$ cat src/rtl/serial_subtractor_4.sv
// Bit-serial subtractor: a - b - borrow_in, LSB first, one bit per clock, start/busy/done handshake.
// Optional signed-overflow output is enabled by defining SUB_OVERFLOW_EN.
module serial_subtractor_4 #(
   parameter int WIDTH = 4
) (
   input  logic             clk_in,
   input  logic             rst_n_in,
   input  logic             start_in,
   input  logic [WIDTH-1:0] a_in,
   input  logic [WIDTH-1:0] b_in,
   input  logic             borrow_in,
   output logic             busy_out,
   output logic             done_out,
   output logic [WIDTH-1:0] diff_out,
   output logic             borrow_out
`ifdef SUB_OVERFLOW_EN
   ,
   output logic             overflow_out
`endif
);

   localparam int CW = $clog2(WIDTH);

   typedef enum logic [1:0] {
      IDLE = 2'd0,
      RUN  = 2'd1,
      DONE = 2'd2
   } state_t;

   state_t           state_q, state_d;
   logic [CW-1:0]    cnt_q, cnt_d;
   logic [WIDTH-1:0] a_sh_q, a_sh_d;
   logic [WIDTH-1:0] b_sh_q, b_sh_d;
   logic [WIDTH-1:0] res_q, res_d;
   logic             br_q, br_d;
   logic [WIDTH-1:0] diff_q, diff_d;
   logic             borrow_q, borrow_d;
`ifdef SUB_OVERFLOW_EN
   logic             ovf_q, ovf_d;
`endif

   logic bit_a, bit_b, d_bit, br_next;

   // NOTE: every variable gets a default at the top of always_comb so no path leaves it unassigned (no latch).
   always_comb begin
      state_d  = state_q;
      cnt_d    = cnt_q;
      a_sh_d   = a_sh_q;
      b_sh_d   = b_sh_q;
      res_d    = res_q;
      br_d     = br_q;
      diff_d   = diff_q;
      borrow_d = borrow_q;
`ifdef SUB_OVERFLOW_EN
      ovf_d    = ovf_q;
`endif

      bit_a   = a_sh_q[0];
      bit_b   = b_sh_q[0];
      d_bit   = bit_a ^ bit_b ^ br_q;
      br_next = (~bit_a & bit_b) | (~(bit_a ^ bit_b) & br_q);

      case (state_q)
         IDLE, DONE: begin
            if (start_in) begin
               a_sh_d  = a_in;
               b_sh_d  = b_in;
               br_d    = borrow_in;
               res_d   = '0;
               cnt_d   = '0;
               state_d = RUN;
            end else begin
               state_d = IDLE;
            end
         end
         RUN: begin
            res_d  = {d_bit, res_q[WIDTH-1:1]};
            a_sh_d = a_sh_q >> 1;
            b_sh_d = b_sh_q >> 1;
            br_d   = br_next;
            if (cnt_q == CW'(WIDTH - 1)) begin
               // Results are captured only here, so they hold steady through any later RUN.
               state_d  = DONE;
               diff_d   = {d_bit, res_q[WIDTH-1:1]};
               borrow_d = br_next;
`ifdef SUB_OVERFLOW_EN
               ovf_d    = (bit_a != bit_b) && (d_bit != bit_a);
`endif
            end else begin
               cnt_d = cnt_q + CW'(1);
            end
         end
         default: state_d = IDLE;
      endcase
   end

   // NOTE: sequential state uses non-blocking assignments only; reset clears every register, shift registers included.
   always_ff @(posedge clk_in) begin
      if (!rst_n_in) begin
         state_q  <= IDLE;
         cnt_q    <= '0;
         a_sh_q   <= '0;
         b_sh_q   <= '0;
         res_q    <= '0;
         br_q     <= 1'b0;
         diff_q   <= '0;
         borrow_q <= 1'b0;
`ifdef SUB_OVERFLOW_EN
         ovf_q    <= 1'b0;
`endif
      end else begin
         state_q  <= state_d;
         cnt_q    <= cnt_d;
         a_sh_q   <= a_sh_d;
         b_sh_q   <= b_sh_d;
         res_q    <= res_d;
         br_q     <= br_d;
         diff_q   <= diff_d;
         borrow_q <= borrow_d;
`ifdef SUB_OVERFLOW_EN
         ovf_q    <= ovf_d;
`endif
      end
   end

   assign busy_out   = (state_q == RUN);
   assign done_out   = (state_q == DONE);
   assign diff_out   = diff_q;
   assign borrow_out = borrow_q;
`ifdef SUB_OVERFLOW_EN
   assign overflow_out = ovf_q;
`endif

endmodule
$ cat config.mk
export PLATFORM = sky130hd
export DESIGN_NAME = serial_subtractor_4
export DESIGN_NICKNAME = d
export VERILOG_FILES = /design/src/rtl/serial_subtractor_4.sv
export SDC_FILE = /design/constraint.sdc
export NUM_CORES = 1
export LEC_CHECK = 0
export ABC_CLOCK_PERIOD_IN_PS = 1500
export CAP_MARGIN = 20
export CORE_MARGIN = 1.5
export CORE_UTILIZATION = 35
export DETAILED_ROUTE_END_ITERATION = 7
export HOLD_SLACK_MARGIN = 0.03
export PLACE_DENSITY_LB_ADDON = 0.3
export SKIP_CTS_REPAIR_TIMING = 1
export SLEW_MARGIN = 20
export SYNTH_ARGS = -nofsm -noshare
export SYNTH_HDL_FRONTEND = slang
export SYNTH_SLANG_ARGS = --single-unit
$ cat constraint.sdc
create_clock -name clk_in -period 1.5 [get_ports clk_in]
set_input_delay 0.45 -clock clk_in [delete_from_list [all_inputs] [get_ports clk_in]]
set_output_delay 0.45 -clock clk_in [all_outputs]
set_load 0.01 [all_outputs]
* Yosys cells after proc, flatten, opt, wreduce, memory -nomap -nowiden
Index checks and enable logic that the tools add are counted.
** Word-level totals
- Register bits after elaboration :: 22
- Latch bits :: 0
- Memory bits (writable) :: 0
- ROM bits :: 0
- Input port bits :: 12
- Output and inout port bits :: 7
- Logic and storage cells :: 42
- Memories kept :: 0
** Cells by class
- Add/subtract/negate cells :: 1
- Multiply operators :: 0
- Divide/modulo/power cells :: 0
- Order comparisons :: 0
- Equal/unequal tests :: 6
- Shifts and indexed selects :: 0
- Mux-type cells :: 14
- Bitwise operators :: 7
- Reduce and logical (&&, ||, !) cells :: 6
** Operators with widths (count)
- one-hot mux 4 bit (2 select lines) :: 3
- two-way mux 4 bit :: 3
- one-hot mux 2 bit (2 select lines) :: 2
- two-way mux 2 bit :: 3
- == test 2 bit, second input constant :: 2
- != test 2 bit, second input constant :: 2
- AND reduction 2 bit :: 2
- AND reduction 3 bit :: 1
- adder 2 x 1 -> 2 bit, second input constant :: 1
- AND 1 bit :: 2
- == test 2 x 1 -> 1 bit, second input constant :: 1
- logical NOT 2 bit :: 1
- two-way mux 1 bit :: 2
- != test 2 x 1 -> 1 bit, second input constant :: 1
- inverter 1 bit :: 2
- one-hot mux 1 bit (2 select lines) :: 1
- nonzero test 2 bit :: 1
- OR reduction 2 bit :: 1
- bitwise XOR 1 bit :: 2
- OR 1 bit :: 1

* Depth between registers and ports, before layout
Gate-level depths: netlist of run 1.
- Depth after elaboration :: 5
- Depth in mapped cells :: 5
- Depth with buffers taken out :: 4

* Least setup slack after synthesis of run 1
No wires, ideal clock.
- Path kind :: register to register
- From :: reg cnt_q[0]
- To :: reg cnt_q[0]
- Setup time :: 0.116 ns
- Arrival time :: 1.109 ns
- Data required time :: 1.384 ns
- Path slack :: 0.276 ns
- Cell stages (with the launch flop) :: 6
- Buffers on the path :: 1
- Period minus slack after synthesis :: 1.224 ns
- Cell sequence :: dfxtp_1 -> ha_1 -> buf_4 -> nor3b_2 -> nor2_1 -> a31o_1
** On the way
- Longest elaborated chain between the ends :: 3
- Elaborated cells on any way between the ends :: 6
- Classes of those cells :: add/sub (1); eq/ne (2); mux (2); reduce/logical (1)
** Ends and longest elaborated chain
- start: declaration :: line 31 : logic [CW-1:0] cnt_q, cnt_d;
- start signal: assignment :: line 113 : cnt_q <= cnt_d;
- adder 2 x 1 -> 2 bit / == test 2 bit (equally long branches) :: line 90, 81
- two-way mux 2 bit / != test 2 bit (equally long branches)
- one-hot mux 2 bit (2 select lines) / AND reduction 3 bit (equally long branches)
Several ways; a longest one is shown, not always the timed one. The select of a mux whose other input is x is not followed.
A chain may end at the register's enable or synchronous reset.

* Worst setup path after layout of run 1
- From :: reg state_q[1]
- To :: out busy_out
** On the way
- Longest elaborated chain between the ends :: 1
** Ends and longest elaborated chain
- start: declaration :: line 30 : state_t state_q, state_d;
- start signal: assignment :: line 112 : state_q <= state_d;
- == test 2 x 1 -> 1 bit :: line 126 : assign busy_out = (state_q == RUN);
- end: declaration :: line 12 : output logic busy_out,
Every way passes these cells.

==> metrics.txt, run 1 <==
clk sinks 21; RSZ-0062 raised after global routing false; Power, Total roughly 1.1 mW; status finished, final reports clean; total CTS buffers 3; P_sw about 270 uW; area grow syn2layout 32.96%; Syn Std Cell Area between 800 and 900 um2; number of global-route vias before repair 708; Clk Latency, worst-skew pair just under 300 ps; Mean Syn Cell Area just under 9 um2; Setup CP Type register to output pin; post-synthesis register bit count 21; sw frac between 20 and 30%; # diodes 0; warnings from Yosys 0; Routed Antenna Nets 0; power per cell area around 880 nW/um2; ys async rst share 0%; Layout Nets 145; share of cells above drive strength 1 ~18%; Gate Count Post-Synth 103; GP Congestion ~0.74; input/output buffers 18; crit start category register; core area roughly 2500 um2; fin cells between 150 and 200; CP Cell Sequence nand2b_4 > inv_4 > clkbuf_2; library cells used by synthesis 23; Clock Tree Root clkbuf_4; Avg WL per Cell 10.54 um; Setup TNS Final 0 ps; max cap viols 0; VDD IR max 0.4960 mV; fmax between 700 and 800 MHz; combinational fraction of design power approximately 17%; FP Rows 18; DP HPWL between 1000 and 1500 um; CTS tree done; first-pass detailed-route iteration total 4; Worst EP required around 1100 ps; Worst Path Arrival 960 ps; CP max-delay cell dfxtp_2; overall global routing resource usage 13.93%; Worst slew margin around 82%; cell family with most CP delay flip-flops; Clk pwr share 25.6%; starting DRC count in detailed routing 15; main flop type after synthesis dfxtp_1; Initial Util 36.49%; placed cell count about 160; crit path max fanout 4; slowest stage delay, CP 350 ps; H-tree Lvls 1; min-delay worst type register to register; CTS max path bufs 2; Slew @ Worst Pin ~260 ps; Post-synth EDFFs 0; Avg Vias per Cell roughly 4.8; gr ovfl total 0; Bufs and invs on worst path 2; Seq/Total Area, Yosys a little under half; crit end category output pin; DRT Wirelength 1687 um; post-route clock period utilization around 94%; DR WL met2 between 700 and 800 um; Final Hold Viols 0; largest net degree at the start of global routing 21; syn nets around 120; antenna violations before repair 0; Top Metal Used met4; fin. max-slew vios 0; I/O Pins 19; Die ar. roughly 2900 um2; first-pass GRT wire length about 2900 um; Die Width ~54 um; Tmin final roughly 1400 ps; static leakage about 0.55 nW; M1 WL between 700 and 800 um; share of power burned in registers approximately 58%; clock-pin slew on the worst setup and hold paths ~120 ps; Die Y between 50 and 60 um; DR vias ~770; DRC Markers 0; Finish-stage setup viols 0; Met3 Wirelength 73 um; setup skew after layout roughly 3.3 ps; Pint between 700 and 800 uW
-- area by class of cell --
cell class	count	area, um2
fillers	255	1264
flip-flops and latches	21	421.7
multi-input cells	72	415.4
repair buffers	29	272.8
well taps	30	37.54
clock buffers	4	26.28
inverters	4	17.52
-- flip-flops by register name (all words and copies together), names as in the netlist --
name	flops
a_sh_q	4
b_sh_q	4
diff_out	4
res_q	3
cnt_q	2
state_q	2
borrow_out	1
br_q	1
-- final timing paths --
kind                                 start                        to  slack, ps  cells past startpoint
hold / removal    diff_out[3]$_SDFFE_PN0P_  diff_out[3]$_SDFFE_PN0P_        460                      2
setup reg to reg     cnt_q[0]$_SDFFE_PN0P_     cnt_q[0]$_SDFFE_PN0P_        220                      4
setup / recovery   state_q[1]$_SDFFE_PN0P_                  busy_out         90                      3
hold reg to reg   diff_out[3]$_SDFFE_PN0P_  diff_out[3]$_SDFFE_PN0P_        460                      2
-- stage by stage --
stage	utilization (%)	cell area (um2)	setup WS, ps	hold slack (ps)
5_1_grt	48.52	1191	35.02	486.4
4_1_cts	47.86	1175	-395.0	466.6
3_3_place_gp	46.79	1149	-40.49	447.1
2_1_floorplan	-	895.9	275.6	443.8
3_5_place_dp	46.79	1149	-67.44	449.7
6_report	48.52	1191	89.74	462.7
-- cells in the mapped netlist, types with 2 or more instances --
| cell | count | area, um2 |
|---|---|---|
| nand2b_2 | 2 | 17.52 |
| buf_2 | 2 | 10.01 |
| buf_6 | 2 | 22.52 |
| nand3b_1 | 2 | 15.01 |
| o21ai_0 | 6 | 30.03 |
| a21oi_1 | 11 | 55.05 |
| nand3_1 | 10 | 50.05 |
| nor2_1 | 3 | 11.26 |
| inv_1 | 3 | 11.26 |
| nand2_1 | 22 | 82.58 |
| buf_4 | 2 | 15.01 |
| dfxtp_1 | 21 | 420.4 |
| nor2b_1 | 2 | 12.51 |
| a31oi_1 | 6 | 37.54 |
-- cell families after synthesis --
kind of cell | after synthesis | synth area share, %
adder cells (fa/ha/maj) | 2 | 3.631
buffers and inverters | 10 | 7.262
AO/OA/AOI/OAI | 27 | 18.30
flip-flops | 21 | 46.93
AND/OR/NAND/NOR | 43 | 23.88
-- cells in the final DEF, fill, tap and decap left out --
cell type,synthesis,layout
dfxtp_2,0,1
o21ai_0,6,6
a311oi_2,1,1
a2bb2oi_1,1,1
clkbuf_4,0,3
fa_1,1,1
nor3b_2,1,1
buf_4,2,11
dlymetal6s2s_1,0,6
dfxtp_1,21,20
ha_1,1,1
nand2b_2,2,1
nor2b_1,2,2
a21oi_1,11,11
a31o_1,1,1
nand3_1,10,10
nand2b_4,0,1
inv_1,3,3
nand2_1,22,22
inv_4,1,1
clkdlybuf4s50_1,0,11
a21oi_2,1,1
nor2_1,3,3
clkbuf_1,0,1
clkbuf_2,0,1
nor4_2,1,1
nand3b_1,2,2
a31oi_1,6,6
-- worst register-to-register path: cells and delay by family, from the launching register on --
| family | cells | cell delay, ps |
|---|---|---|
| flip-flops | 1 | 350 |
| AO/OA/AOI/OAI | 1 | 210 |
| AND/OR/NAND/NOR | 2 | 330 |
| adder cells (fa/ha/maj) | 1 | 300 |
-- power by group through the flow --
stage / sequential [mW] / combinational (mW) / clock (mW)
final: 0.605 / 0.177 / 0.269
after global routing: 0.610 / 0.199 / 0.304
after CTS: 0.605 / 0.180 / 0.280
after detailed placement: 0.617 / 0.180 / 0
after global placement: 0.616 / 0.179 / 0
after floorplan: 0.614 / 0.111 / 0
-- per-layer routing --
metal	up-vias	GRT usage, %
met2	12	22.22
met3	2	2.500
met5	-	0
li1	409	-
met1	350	18.24
met4	0	6.410
Power figures use the tool's default switching activity.
==> inputs of run 2 (changes only) <==
--- a/config.mk
+++ b/config.mk
@@ -9,6 +9,7 @@
 export CAP_MARGIN = 20
 export CORE_MARGIN = 1.5
 export CORE_UTILIZATION = 35
+export CTS_CLUSTER_DIAMETER = 60
 export DETAILED_ROUTE_END_ITERATION = 7
 export HOLD_SLACK_MARGIN = 0.03
 export PLACE_DENSITY_LB_ADDON = 0.3
==> results of run 2 <==
Same layout as run 1: the final DEF is identical, and so are final timing and power.
